### config.mk
export PLATFORM = sky130hd
export DESIGN_NAME = scroll_engine
export DESIGN_NICKNAME = d
export VERILOG_FILES = /design/src/rtl/scroll_engine.sv
export SDC_FILE = /design/constraint.sdc
export NUM_CORES = 1
export LEC_CHECK = 0
export CAP_MARGIN = 20
export CORE_MARGIN = 2
export CORE_UTILIZATION = 50
export DETAILED_ROUTE_END_ITERATION = 8
export GPL_TIMING_DRIVEN = 0
export MAX_ROUTING_LAYER = met4
export PLACE_DENSITY = 0.72
export SLEW_MARGIN = 15
export SYNTH_ARGS = -nofsm -noshare
export SYNTH_HDL_FRONTEND = slang
export SYNTH_SLANG_ARGS = --single-unit
### constraint.sdc
create_clock -name clk -period 13 [get_ports clk]
set_input_delay 3.25 -clock clk [delete_from_list [all_inputs] [get_ports clk]]
set_output_delay 3.25 -clock clk [all_outputs]
set_load 0.05 [all_outputs]
### src/rtl/scroll_engine.sv
// Text-screen region scroller: copies rows up/down inside [top,bottom] through a
// 1-cycle-latency text RAM, then blanks the vacated rows. Macro SCROLL_PENDING_EN adds a one-entry request slot.
module scroll_engine #(
    parameter int LINES   = 50,
    parameter int COLUMNS = 80,
    parameter int ADDR_W  = 12
) (
    input  logic              clk,
    input  logic              rst,
    input  logic              req_valid,
    input  logic              req_dir,
    input  logic [7:0]        req_step,
    input  logic [7:0]        req_top,
    input  logic [7:0]        req_bottom,
    input  logic              req_clear,
    input  logic [7:0]        fill_attr,
    output logic [ADDR_W-1:0] rd_addr,
    input  logic [15:0]       rd_data,
    output logic              wr_en,
    output logic [ADDR_W-1:0] wr_addr,
    output logic [15:0]       wr_data,
    output logic              busy,
    output logic              done,
    output logic              err,
    output logic              drop
);
    // state | meaning
    // IDLE  | waiting for a request
    // COPY  | one read per cycle, write of that cell on the following cycle
    // FILL  | one blank cell written per cycle
    // DONE  | completion pulse; may launch the pending request directly
    typedef enum logic [1:0] {IDLE, COPY, FILL, DONE} state_t;

    localparam logic [ADDR_W-1:0] COLS     = ADDR_W'(COLUMNS);
    localparam logic [ADDR_W-1:0] COL_LAST = ADDR_W'(COLUMNS - 1);
    localparam logic [ADDR_W-1:0] ROW_BACK = ADDR_W'(2 * COLUMNS - 1);
    localparam logic [ADDR_W-1:0] ONE      = ADDR_W'(1);
    localparam logic [8:0]        LINES9   = 9'(LINES);

    state_t            state;
    logic              dir_q, wr_copy;
    logic [ADDR_W-1:0] dst_addr, fill_base, rd_cnt, fill_cnt, col_left;
    logic [15:0]       fill_word;

    logic              in_req, use_pend, launch, l_bad, l_dir, l_clear;
    logic [7:0]        l_step, l_top, l_bottom, l_attr;
    logic [8:0]        step9, h, s;
    logic [ADDR_W-1:0] src_start, dst_start, fill_start, copy_cells, fill_cells;

`ifdef SCROLL_PENDING_EN
    logic       pend_valid, pend_dir, pend_clear;
    logic [7:0] pend_step, pend_top, pend_bottom, pend_attr;
`endif

    // Launch source is the pending slot when it holds something, else the live inputs.
    always_comb begin
        in_req   = req_valid | req_clear;
        use_pend = 1'b0;
        l_dir    = req_dir;
        l_step   = req_step;
        l_top    = req_top;
        l_bottom = req_bottom;
        l_clear  = req_clear;
        l_attr   = fill_attr;
`ifdef SCROLL_PENDING_EN
        if (pend_valid && (state == IDLE || state == DONE)) begin
            use_pend = 1'b1;
            l_dir    = pend_dir;
            l_step   = pend_step;
            l_top    = pend_top;
            l_bottom = pend_bottom;
            l_clear  = pend_clear;
            l_attr   = pend_attr;
        end
`endif
        launch = (state == IDLE && in_req) || use_pend;
        l_bad  = !l_clear && ((l_top > l_bottom) || ({1'b0, l_bottom} >= LINES9));
        step9  = (l_step == 8'd0) ? 9'd1 : {1'b0, l_step};
        h      = {1'b0, l_bottom} - {1'b0, l_top} + 9'd1;
        s      = (step9 > h) ? h : step9;
        if (l_clear) begin
            h = LINES9;
            s = LINES9;
        end
        if (l_dir) begin
            src_start  = ADDR_W'({1'b0, l_bottom} - s) * COLS;
            dst_start  = ADDR_W'(l_bottom) * COLS;
            fill_start = ADDR_W'(l_top) * COLS;
        end else begin
            src_start  = ADDR_W'({1'b0, l_top} + s) * COLS;
            dst_start  = ADDR_W'(l_top) * COLS;
            fill_start = ADDR_W'({1'b0, l_bottom} - s + 9'd1) * COLS;
        end
        if (l_clear) fill_start = '0;
        copy_cells = ADDR_W'(h - s) * COLS;
        fill_cells = ADDR_W'(s) * COLS;
    end

    // Copy writes forward the RAM read data straight through; fill writes use the latched blank word.
    assign wr_data = !wr_en ? 16'h0 : (wr_copy ? rd_data : fill_word);

    always_ff @(posedge clk) begin
        if (rst) begin
            state     <= IDLE;
            busy      <= 1'b0;
            done      <= 1'b0;
            err       <= 1'b0;
            drop      <= 1'b0;
            wr_en     <= 1'b0;
            wr_copy   <= 1'b0;
            rd_addr   <= '0;
            wr_addr   <= '0;
            dir_q     <= 1'b0;
            dst_addr  <= '0;
            fill_base <= '0;
            rd_cnt    <= '0;
            fill_cnt  <= '0;
            col_left  <= '0;
            fill_word <= '0;
`ifdef SCROLL_PENDING_EN
            pend_valid  <= 1'b0;
            pend_dir    <= 1'b0;
            pend_clear  <= 1'b0;
            pend_step   <= '0;
            pend_top    <= '0;
            pend_bottom <= '0;
            pend_attr   <= '0;
`endif
        end else begin
            done <= 1'b0;
            err  <= 1'b0;
            drop <= 1'b0;
            if (launch) begin
                if (l_bad) begin
                    err   <= 1'b1;
                    state <= IDLE;
                    busy  <= 1'b0;
                    wr_en <= 1'b0;
                end else begin
                    busy      <= 1'b1;
                    dir_q     <= l_dir;
                    rd_addr   <= src_start;
                    dst_addr  <= dst_start;
                    rd_cnt    <= copy_cells;
                    col_left  <= COL_LAST;
                    fill_base <= fill_start;
                    fill_cnt  <= fill_cells - ONE;
                    fill_word <= {l_attr, 8'h20};
                    wr_copy   <= 1'b0;
                    if (copy_cells != '0) begin
                        state <= COPY;
                        wr_en <= 1'b0;
                    end else begin
                        state   <= FILL;
                        wr_en   <= 1'b1;
                        wr_addr <= fill_start;
                    end
                end
            end else begin
                case (state)
                    IDLE: ;
                    COPY: begin
                        if (rd_cnt != '0) begin
                            wr_en   <= 1'b1;
                            wr_copy <= 1'b1;
                            wr_addr <= dst_addr;
                            rd_cnt  <= rd_cnt - ONE;
                            if (col_left == '0) begin
                                col_left <= COL_LAST;
                                // Scrolling down walks rows backwards but columns forwards.
                                rd_addr  <= dir_q ? rd_addr - ROW_BACK : rd_addr + ONE;
                                dst_addr <= dir_q ? dst_addr - ROW_BACK : dst_addr + ONE;
                            end else begin
                                col_left <= col_left - ONE;
                                rd_addr  <= rd_addr + ONE;
                                dst_addr <= dst_addr + ONE;
                            end
                        end else begin
                            state   <= FILL;
                            wr_en   <= 1'b1;
                            wr_copy <= 1'b0;
                            wr_addr <= fill_base;
                        end
                    end
                    FILL: begin
                        if (fill_cnt != '0) begin
                            wr_addr  <= wr_addr + ONE;
                            fill_cnt <= fill_cnt - ONE;
                        end else begin
                            state <= DONE;
                            wr_en <= 1'b0;
                            done  <= 1'b1;
                        end
                    end
                    DONE: begin
                        state <= IDLE;
                        busy  <= 1'b0;
                    end
                    default: state <= IDLE;
                endcase
            end
`ifdef SCROLL_PENDING_EN
            if (use_pend) pend_valid <= 1'b0;
            if (in_req && (state != IDLE || use_pend)) begin
                pend_valid  <= 1'b1;
                pend_dir    <= req_dir;
                pend_clear  <= req_clear;
                pend_step   <= req_step;
                pend_top    <= req_top;
                pend_bottom <= req_bottom;
                pend_attr   <= fill_attr;
                if (pend_valid && !use_pend) drop <= 1'b1;
            end
`else
            if (in_req && state != IDLE) drop <= 1'b1;
`endif
        end
    end
endmodule
# Word-level counts from Yosys, hierarchy flattened
# Cells that the tools add are included.
[word_totals]
register_bits = 102
in_bits = 53
out_inout_bits = 45
wordCells = 143
[classes]
addsub = 15
mul = 7
n_lt_le_gt_ge = 3
eq_ne = 8
mux = 62
bitwise_logic = 4
reduce_logical = 28
[ops]
columns = ["cell", "n"]
rows = [
  ["12-bit two-way mux", 34],
  ["12-bit by 1-bit subtractor with 12-bit output (second input constant)", 4],
  ["12-bit by 1-bit adder with 12-bit output (second input constant)", 3],
  ["12-bit by 3-bit multiplier with 8-bit output (second input constant)", 3],
  ["12-bit nonzero test", 3],
  ["16-bit two-way mux", 2],
  ["9-bit two-way mux", 3],
  ["12-bit case mux with 2 select lines", 1],
  ["12-bit by 8-bit subtractor with 12-bit output (second input constant)", 2],
  ["8-bit by 3-bit multiplier with 8-bit output (second input constant)", 2],
  ["1-bit two-way mux", 14],
  ["12-bit zero test", 1],
  ["2-bit nonzero test", 6],
  ["10-bit by 2-bit adder with 11-bit output (second input constant)", 1],
  ["8-bit by 9-bit adder with 10-bit output", 1],
  ["10-bit by 3-bit multiplier with 8-bit output (second input constant)", 1],
  ["2-bit two-way mux", 5],
  ["8-bit by 9-bit subtractor with 10-bit output", 1],
  ["9-bit by 9-bit subtractor with 10-bit output", 1],
  ["9-bit by 1-bit adder with 9-bit output (second input constant)", 1],
  ["8-bit by 9-bit greater-than comparator with 1-bit output", 1],
  ["9-bit by 3-bit multiplier with 8-bit output (second input constant)", 1],
  ["3-bit != test (second input constant)", 3],
  ["3-bit AND reduction", 3],
  ["other kinds (22)", 30],
]

# Logic depth before layout (Yosys ltp)
# Gate-level depths: netlist (run 1).
[logic_depth]
word_depth = 13
mapped_depth = 38
mapped_depth_nobuf = 36

# Worst setup path after synthesis (run 1)
# No wires, ideal clock.
[synth_timing]
kind = "input-to-reg"
from = "in req_bottom[1]"
to = "reg wr_addr[11]"
setup_time_ns = 0.134
t_arrival_ns = 10.420
t_required_ns = 12.866
setup_slack_ns = 2.446
cell_stages = 35
path_buffers = 2
path_cell_list = "inv_1 -> ha_1 -> inv_1 -> ha_1 -> fa_1 -> a2111oi_2 -> o22ai_1 -> a21oi_2 -> xor2_1 -> ha_1 -> nand4_1 -> o221ai_1 -> nor4bb_1 -> buf_2 -> buf_1 -> o21ai_0 -> nand2b_1 -> inv_1 -> ha_1 -> nor2b_1 -> o22ai_1 -> xnor2_1 -> and3_1 -> xor2_1 -> ha_1 -> fa_1 -> a21o_1 -> a21oi_1 -> xnor2_1 -> nor3_1 -> o2bb2ai_1 -> o31a_1 -> mux2_2 -> o21ai_1 -> a311oi_1"
[synth_via]
elab_chain_len = 13
elab_cells_between_ends = 24
cone_classes = "add/sub (5); mul (2); order compare (3); eq/ne (2); mux (8); reduce/logical (4)"
[synth_rtl]
columns = ["item", "line", "source"]
rows = [
  ["from (decl)", "14", "input logic [7:0] req_bottom,"],
  ["8-bit by 8-bit subtractor with 9-bit output", "79", "h = {1'b0, l_bottom} - {1'b0, l_top} + 9'd1;"],
  ["9-bit by 1-bit adder with 9-bit output", "79", ""],
  ["8-bit by 9-bit greater-than comparator with 1-bit output", "80", "s = (step9 > h) ? h : step9;"],
  ["9-bit two-way mux", "80", ""],
  ["9-bit two-way mux", "81", "if (l_clear) begin"],
  ["8-bit by 9-bit subtractor with 10-bit output", "92", "fill_start = ADDR_W'({1'b0, l_bottom} - s + 9'd1) * COLS;"],
  ["10-bit by 2-bit adder with 11-bit output", "92", ""],
  ["12-bit by 3-bit multiplier with 8-bit output", "92", ""],
  ["12-bit two-way mux", "85", "if (l_dir) begin"],
  ["12-bit two-way mux", "94", "if (l_clear) fill_start = '0;"],
  ["12-bit two-way mux", "150", "if (copy_cells != '0) begin"],
  ["12-bit two-way mux", "134", "if (l_bad) begin"],
  ["12-bit two-way mux", "133", "if (launch) begin"],
  ["to (signal assigned)", "156", "wr_addr <= fill_start;"],
  ["to (signal assigned)", "166", "wr_addr <= dst_addr;"],
  ["to (signal assigned)", "182", "wr_addr <= fill_base;"],
  ["to (decl)", "20", "output logic [ADDR_W-1:0] wr_addr,"],
]
# Several ways; a longest one is shown, not always the timed one. The select of a mux whose other input is x is not followed.
# A chain may end at the register's enable or synchronous reset.

# Final worst setup path (run 1)
# Ends and elaborated chain as after synthesis.

==> flow_summary.json, run 1 <==
{
  "yosysSeqAreaShare": 0.204,
  "place_hpwl_mm": 23.1,
  "finalHoldViolations": 0,
  "async_flop_share": 0,
  "worst_path_most_repeated_cell": "ha_1",
  "ys_seq_elements": 98,
  "vias_per_cell": 5.93,
  "arrival_ns": 12.55,
  "critPathSlowestCell": "clkdlybuf4s50_1",
  "nets": 1566,
  "maxSlewHeadroom": 0.408,
  "numCtsBuffers": 9,
  "grt_use_total": 0.299,
  "setup_viol": 0,
  "postSynthAreaPerCell_um2": 7.59,
  "synth_fp_nets": 1459,
  "cts_root_buffer": "clkbuf_16",
  "firstDrtPassIters": 8,
  "grt_pass1_vias": 9029,
  "drv_cap": 0,
  "synth-edff-count": 0,
  "start_util": 0.512,
  "dpl_cell_area_um2": 10900,
  "wirelength_mm": 29.5,
  "grt_pass1_wl_mm": 46.5,
  "drive_gt1_frac": 0.0304,
  "synth_top_flop_cell": "dfxtp_1",
  "yosys.cell_types.count": 71,
  "finalMaxSlewViolations": 0,
  "fmax_mhz": 81.0,
  "syn_to_final_growth_pct": 15.9,
  "hold_class": "flip-flop to flip-flop",
  "syn_inst": 1268,
  "ios": 98,
  "worstPathRequired_ns": 13.20,
  "core_um2": 18800,
  "tritoncts": "built",
  "fp.dieH_um": 143,
  "num_antenna_cells": 0,
  "cts.sinks": 98,
  "grt_antenna_before_repair": 0,
  "status": "finished, final reports clean",
  "cts_setup_buffers": 0,
  "drt_iter0_drc": 1004,
  "fin_crit_ns": 12.35,
  "die_w_um": 143,
  "crit_type": "input pin to flip-flop",
  "multi_input_area_um2": 7130,
  "row_count": 50,
  "tightest_slew_ns": 0.887,
  "path_max_fanout": 10,
  "grt_setup_unrepaired": "false",
  "ff2ff_path_depth": 13,
  "antenna_left": 0,
  "vdd_drop_max_mv": 0.101,
  "insertion_delay_ns": 0.35,
  "clock_path_buffers": 2,
  "skew_ns": 0.0108,
  "dieArea_um2": 20400,
  "routedWlPerCell_um": 18.3,
  "whs_path_depth": 2,
  "fin_area_um2": 11100,
  "grt_max_degree": 17,
  "drc": 0,
  "syn_area_um2": 9620,
  "fin_crit_sh": 0.950,
  "h-tree-depth": 3,
  "grt_remaining_overflow": 0,
  "cellLeakagePower_nw": 4.64,
  "pwr_density_cell_nw_per_um2": 202,
  "endpoint_kind": "flip-flop",
  "fin_setup_tns_ns": 0,
  "portBuffers": 96,
  "crit_path_start_kind": "input pin",
  "path_clk_slew_ns": 0.07,
  "seqCellArea_um2": 1960,
  "place.gp.congestion": 0.995,
  "max_stage_delay_ns": 0.65,
  "vias": 9573,
  "ys_warn_count": 0,
  "cts_resized": 0,
  "fill_cells": 1788,
  "cts_hold_buf": 0
}
[report_power, final]
part           switching, W  internal, W  leakage (nW)  total, W
Combinational      0.000944     0.000593          3.71   0.00154
Sequential        0.0000848     0.000381         0.800  0.000466
Clock              0.000123     0.000130         0.129  0.000253
Total               0.00115      0.00110          4.64   0.00226
[metrics by stage]
step	total power, W	cells	worst slack [ns]	hold WS [ns]	utilization
4_1_cts	0.00223	1614	0.703	0.454	0.594
2_1_floorplan	0.00156	1268	2.45	0.436	-
6_report	0.00226	1614	0.655	0.456	0.594
3_5_place_dp	0.00197	1598	0.379	0.446	0.579
3_3_place_gp	0.00195	1598	0.424	0.441	0.579
5_1_grt	0.00242	1614	0.00676	0.469	0.594
[final cells by class]
cell class | instances | share of cell area
inverter | 66 | 0.0222
timing repair buffer | 96 | 0.0862
multi-input combinational | 1036 | 0.640
sequential | 98 | 0.176
tap | 234 | 0.0263
buffer | 68 | 0.0253
clock buffer | 10 | 0.0205
clock inverter | 6 | 0.00382
[cells in the mapped netlist (10+ instances only)]
cell        n  area, um^2
clkbuf_1   57         214
o22ai_1    10        62.6
a21o_1     22         165
xor2_1     32         280
nor3_1     48         240
fa_1       12         240
nand2b_1   17         106
mux2i_1    41         410
nor2b_1    20         125
nand2_1   123         462
inv_1      66         248
nor2_1    147         552
and3_1     19         119
nand3_1    18        90.1
dfxtp_1    98        1960
a211oi_1   23         173
o21ai_0    65         325
a21oi_1   117         586
ha_1      126        1580
xnor2_1    60         526
nand4_1    11        68.8
nor4_1     10        62.6
[cells in the final DEF (no fill, tap or decap), drive strengths merged, types with 6 or more instances in the layout]
master           n
a21o            22
a21oi          119
nor4            10
o211ai           6
inv             67
dfxtp           98
o22ai           10
clkbuf          67
o31ai            6
xnor2           60
o21ai           68
xor2            32
or2              8
a211oi          24
buf             11
and3            19
ha             126
clkdlybuf4s50   96
nand3           18
nand2          123
a22oi            9
nor3            49
mux2i           41
or3              6
nor2b           20
nor2           147
fa              12
nor4b            6
and2             6
nand4           11
nand2b          17
[final timing paths]
check	startpoint	to	slack [ns]
worst min register to register	fill_base[4]	fill_base[4]	0.46
worst min-delay path	fill_base[4]	fill_base[4]	0.46
worst max-delay path	req_bottom[1]	wr_addr[11]	0.65
worst max register to register	rd_cnt[0]	rd_cnt[8]	9.66
[state kept, by name, summed over array words and instances (netlist names)]
register,count
col_left,12
dst_addr,12
fill_cnt,12
rd_addr,12
rd_cnt,12
wr_addr,12
fill_word,9
fill_base,8
state,2
busy,1
dir_q,1
done,1
drop,1
err,1
wr_copy,1
wr_en,1
[critical path, delay by kind of cell]
kind / cells / cell delay [ns]
adders and majority gates: 7 / 2.48
AOI/OAI and AO/OA: 12 / 2.15
buffers and inverters: 6 / 1.72
xor gates and xnor gates: 4 / 1.46
and+or+nand+nor: 6 / 1.15
muxes: 1 / 0.32
[routing by layer]
metal	track usage	part of all wire	up-vias
met1	0.369	0.42	4382
met3	0.0412	0.075	94
li1	-	-	4677
met4	0.124	0.042	0
met5	-	0	-
met2	0.492	0.47	420
[kinds of logic (layout without fill, tap and decap cells)]
group                    after synthesis  after routing  synth area share
buffers and inverters                134            246            0.0550
multiplexers                          43             43            0.0450
XOR/XNOR                              93             93            0.0861
AND/OR/NAND/NOR                      455            455             0.222
flip-flops                            98             98             0.204
adder cells (fa/ha/maj)              139            139             0.190
AO/OA/AOI/OAI                        306            306             0.197
Power figures use the tool's default switching activity.
==> run 2: changes to the inputs <==
- PLACE_DENSITY: 0.72 -> 0.82
==> flow_summary.json, run 2 (synthesis results as in run 1) <==
{
  "fp.dieH_um": 143,
  "grt_antenna_before_repair": 0,
  "cp_top_family": "adder cells",
  "path_clk_slew_ns": 0.07,
  "endpoint_kind": "flip-flop",
  "hold_class": "flip-flop to flip-flop",
  "worstPathRequired_ns": 13.26,
  "grt_pass1_vias": 9313,
  "holdWs_ns": 0.455,
  "insertion_delay_ns": 0.36,
  "die_w_um": 143,
  "place.gp.congestion": 0.972,
  "status": "finished, final reports clean",
  "seqCellArea_um2": 1960,
  "vias": 9757,
  "fill_cells": 1733,
  "path_buf_inv": 6,
  "dp_worst_setup_slack_ns": 0.472,
  "finalMaxSlewViolations": 0,
  "ios": 98,
  "grt_pass1_wl_mm": 46.0,
  "wirelength_mm": 28.9,
  "antenna_left": 0,
  "portBuffers": 96,
  "arrival_ns": 12.57,
  "critPathSlowestCell": "clkdlybuf4s50_1",
  "row_count": 50,
  "grt_remaining_overflow": 0,
  "tightest_slew_ns": 0.893,
  "maxSlewHeadroom": 0.397,
  "pwr_density_cell_nw_per_um2": 203,
  "cts.sinks": 98,
  "grt_setup_unrepaired": "false",
  "fmax_mhz": 81.2,
  "firstDrtPassIters": 5,
  "setup_slack_ns": 0.691,
  "setup_viol": 0,
  "post-place-cells": 1598,
  "max_stage_delay_ns": 0.67,
  "cts_setup_buffers": 0,
  "grt_max_degree": 17,
  "drc": 0,
  "fin_setup_tns_ns": 0,
  "skew_ns": 0.0115,
  "dieArea_um2": 20400,
  "multi_input_area_um2": 7130,
  "nets": 1566,
  "path_max_fanout": 10,
  "vdd_drop_max_mv": 0.0841,
  "drt_iter0_drc": 836,
  "cts_resized": 0,
  "vias_per_cell": 6.05,
  "crit_type": "input pin to flip-flop",
  "cts_hold_buf": 0,
  "tritoncts": "built",
  "cellLeakagePower_nw": 4.66,
  "syn_to_final_growth_pct": 16.2,
  "core_um2": 18800,
  "num_antenna_cells": 0,
  "place_hpwl_mm": 22.7,
  "clock_path_buffers": 2,
  "finalHoldViolations": 0,
  "numCtsBuffers": 9,
  "cts_root_buffer": "clkbuf_16",
  "grt_use_total": 0.290,
  "fin_crit_sh": 0.947,
  "h-tree-depth": 3,
  "finalNonFillerCells": 1614,
  "drv_cap": 0,
  "routedWlPerCell_um": 17.9,
  "fin_crit_ns": 12.31,
  "final_common_cell": "nor2_1",
  "final_cell_mix": "nor2_1 (147), ha_1 (126), nand2_1 (123)",
  "crit_path_start_kind": "input pin",
  "start_util": 0.512,
  "drive_gt1_frac": 0.0312,
  "worst_path_most_repeated_cell": "ha_1"
}
==> run 2: cell types whose count changed in the layout (fill, tap and decap cells not counted), sizes merged <==
cell    delta
bufinv     +1
clkinv     -1
==> run 2: per-stage QoR <==
stage          cell area [um^2]  power [W]  utilization
2_1_floorplan              9620    0.00156            -
3_3_place_gp              10900    0.00192        0.579
3_5_place_dp              10900    0.00195        0.579
4_1_cts                   11200    0.00224        0.595
5_1_grt                   11200    0.00244        0.595
6_report                  11200    0.00226        0.595
==> run 2: worst paths after layout <==
path                                     from           end  slack, ns  cells past startpoint
worst min register to register   fill_base[8]  fill_base[8]       0.45                      2
worst min-delay path             fill_base[8]  fill_base[8]       0.45                      2
worst max-delay path            req_bottom[1]   wr_addr[11]       0.69                     36
worst max register to register      rd_cnt[0]     rd_cnt[8]       9.57                     13
==> run 2: report_power, final <==
group / switching (W) / internal [W] / leakage [nW]
Combinational: 0.000931 / 0.000591 / 3.71
Clock: 0.000121 / 0.000155 / 0.145
Sequential: 0.0000852 / 0.000381 / 0.800
Total: 0.00114 / 0.00113 / 4.66
==> run 2: final cells by class <==
| cell class | count | share of cell area |
|---|---|---|
| Buffer | 68 | 0.0252 |
| Clock buffer | 10 | 0.0214 |
| Clock inverter | 6 | 0.00571 |
| Inverter | 66 | 0.0222 |
| Multi-Input combinational cell | 1036 | 0.638 |
| Sequential cell | 98 | 0.176 |
| Tap cell | 234 | 0.0262 |
| Timing Repair Buffer | 96 | 0.0860 |
==> run 2: metal layers <==
layer / track usage / wire [um] / vias up
met3: 0.0419 / 2400 / 86
met4: 0.118 / 1140 / 0
met1: 0.345 / 11600 / 4519
met2: 0.495 / 13700 / 478
li1: - / - / 4674
met5: - / 0 / -
==> run 2: tightest hold or removal path, stage by stage, from the launching register on <==
cell	delay (ns)
dfxtp_1	0.31
nand2_1	0.05
a21oi_1	0.05
==> run 3: changes to the inputs <==
- CORE_ASPECT_RATIO: unset -> 0.75
==> flow_summary.json, run 3 (synthesis results as in run 1) <==
{
  "cts_root_buffer": "clkbuf_16",
  "critPathSlowestCell": "clkdlybuf4s50_1",
  "vias_per_cell": 6.00,
  "drive_gt1_frac": 0.0305,
  "grt_util_met3": 0.0819,
  "whs_path_depth": 2,
  "cellLeakagePower_nw": 4.65,
  "ff2ff_path_depth": 13,
  "clock_path_buffers": 2,
  "wirelength_mm": 30.4,
  "setup_viol": 0,
  "fp.dieH_um": 124,
  "fmax_mhz": 79.1,
  "cts_hold_buf": 0,
  "vdd_drop_max_mv": 0.214,
  "worstPathRequired_ns": 13.24,
  "fin_crit_sh": 0.972,
  "cts_resized": 0,
  "busiest_layer": "met2",
  "status": "finished, final reports clean",
  "pwr_density_cell_nw_per_um2": 204,
  "setup_slack_ns": 0.359,
  "cts.sinks": 98,
  "hold_end": "fill_word[11]",
  "numCtsBuffers": 9,
  "die_w_um": 164,
  "place_hpwl_mm": 24.2,
  "crit_path_start_kind": "input pin",
  "drc": 0,
  "dp_worst_setup_slack_ns": 0.125,
  "drt_iter0_drc": 1140,
  "crit_type": "input pin to flip-flop",
  "path_clk_slew_ns": 0.07,
  "met1_usage": 0.442,
  "use_met2": 0.442,
  "maxSlewHeadroom": 0.427,
  "insertion_delay_ns": 0.35,
  "grt_use_total": 0.309,
  "tritoncts": "built",
  "arrival_ns": 12.88,
  "dieArea_um2": 20400,
  "endpoint_kind": "flip-flop",
  "ios": 98,
  "max_stage_delay_ns": 0.69,
  "tightest_slew_ns": 0.848,
  "hold_class": "flip-flop to flip-flop",
  "portBuffers": 96,
  "start_util": 0.515,
  "worstHoldStart": "fill_word[11]",
  "cp_top_family": "adder cells",
  "worstReg2RegEnd": "rd_cnt[8]",
  "fin_crit_ns": 12.64,
  "finalHoldViolations": 0,
  "place.gp.congestion": 1.05,
  "row_count": 43,
  "drv_cap": 0,
  "grt_pass1_vias": 9003,
  "grt_remaining_overflow": 0,
  "h-tree-depth": 3,
  "antenna_left": 0,
  "grt_setup_unrepaired": "false",
  "vias": 9754,
  "grt_pass1_wl_mm": 47.8,
  "finalMaxSlewViolations": 0,
  "firstDrtPassIters": 8,
  "reg2reg_slack_ns": 9.34,
  "final_cell_mix": "nor2_1 (147), ha_1 (126), nand2_1 (123)",
  "core_um2": 18700,
  "cts_setup_buffers": 0,
  "nets": 1566,
  "path_buf_inv": 6,
  "skew_ns": 0.00898,
  "final_common_cell": "nor2_1",
  "worst_path_most_repeated_cell": "ha_1",
  "rr_startpoint": "rd_cnt[0]",
  "grt_antenna_before_repair": 0,
  "fin_setup_tns_ns": 0,
  "routedWlPerCell_um": 18.7,
  "grt_max_degree": 16,
  "path_max_fanout": 10,
  "syn_to_final_growth_pct": 16.4
}
run 3: cell count changes in the layout (fill, tap and decap cells not counted):
cell and delta:
xnor2_2 +1, xnor2_1 -1, clkbuf_1 +1, clkinvlp_4 +1
clkinv_2 -2, inv_6 -1, diode_2 +1
run 3: power by group:
group | leakage, nW | switching, W | internal [W] | total (W)
Clock | 0.134 | 0.000120 | 0.000154 | 0.000274
Sequential | 0.800 | 0.0000861 | 0.000381 | 0.000467
Combinational | 3.72 | 0.000955 | 0.000591 | 0.00155
run 3: area by class of cell:
| type | count | area [um^2] |
|---|---|---|
| fillers | 1665 | 7480 |
| multi-input cells | 1036 | 7130 |
| flip-flops and latches | 98 | 1960 |
| repair buffers | 96 | 961 |
| well taps | 247 | 309 |
| plain buffers | 68 | 282 |
| inverters | 66 | 248 |
| clock buffers | 11 | 243 |
| clock inverters | 4 | 52.6 |
| diodes | 1 | 2.50 |
run 3: worst max path at each step:
stage | cells past startpoint | startpoint | endpoint | slack, ns
CTS | 36 | req_bottom[1] | wr_addr[11] | 0.48
finish | 36 | req_bottom[1] | wr_addr[11] | 0.36
floorplan | 35 | req_bottom[1] | wr_addr[11] | 2.45
global placement | 36 | req_bottom[1] | wr_addr[11] | 0.28
global route | 36 | req_bottom[1] | wr_addr[11] | 0.03
detailed placement | 36 | req_bottom[1] | wr_addr[11] | 0.12
run 3: worst reg2reg max path, delay by kind of cell (launching register included):
kind / cells / cell delay, ns
flip-flops: 1 / 0.35
AND/OR/NAND/NOR: 6 / 1.73
AO/OA/AOI/OAI: 2 / 0.40
adder cells (fa/ha/maj): 1 / 0.20
buffers and inverters: 4 / 0.84
run 3: metrics by stage:
step                cells  power [W]  hold slack, ns  instance area, um^2   util
detailed placement   1611    0.00196           0.448                10900  0.583
CTS                  1626    0.00225           0.457                11200  0.599
global route         1626    0.00246           0.471                11200  0.599
floorplan            1268    0.00156           0.436                 9620      -
global placement     1611    0.00193           0.441                10900  0.583
finish               1627    0.00229           0.454                11200  0.600
run 3: layer usage:
metal  share of wire  vias up
met5               0        -
met4           0.013        0
met3            0.11       48
met2            0.41      473
met1            0.46     4554
li1                -     4679
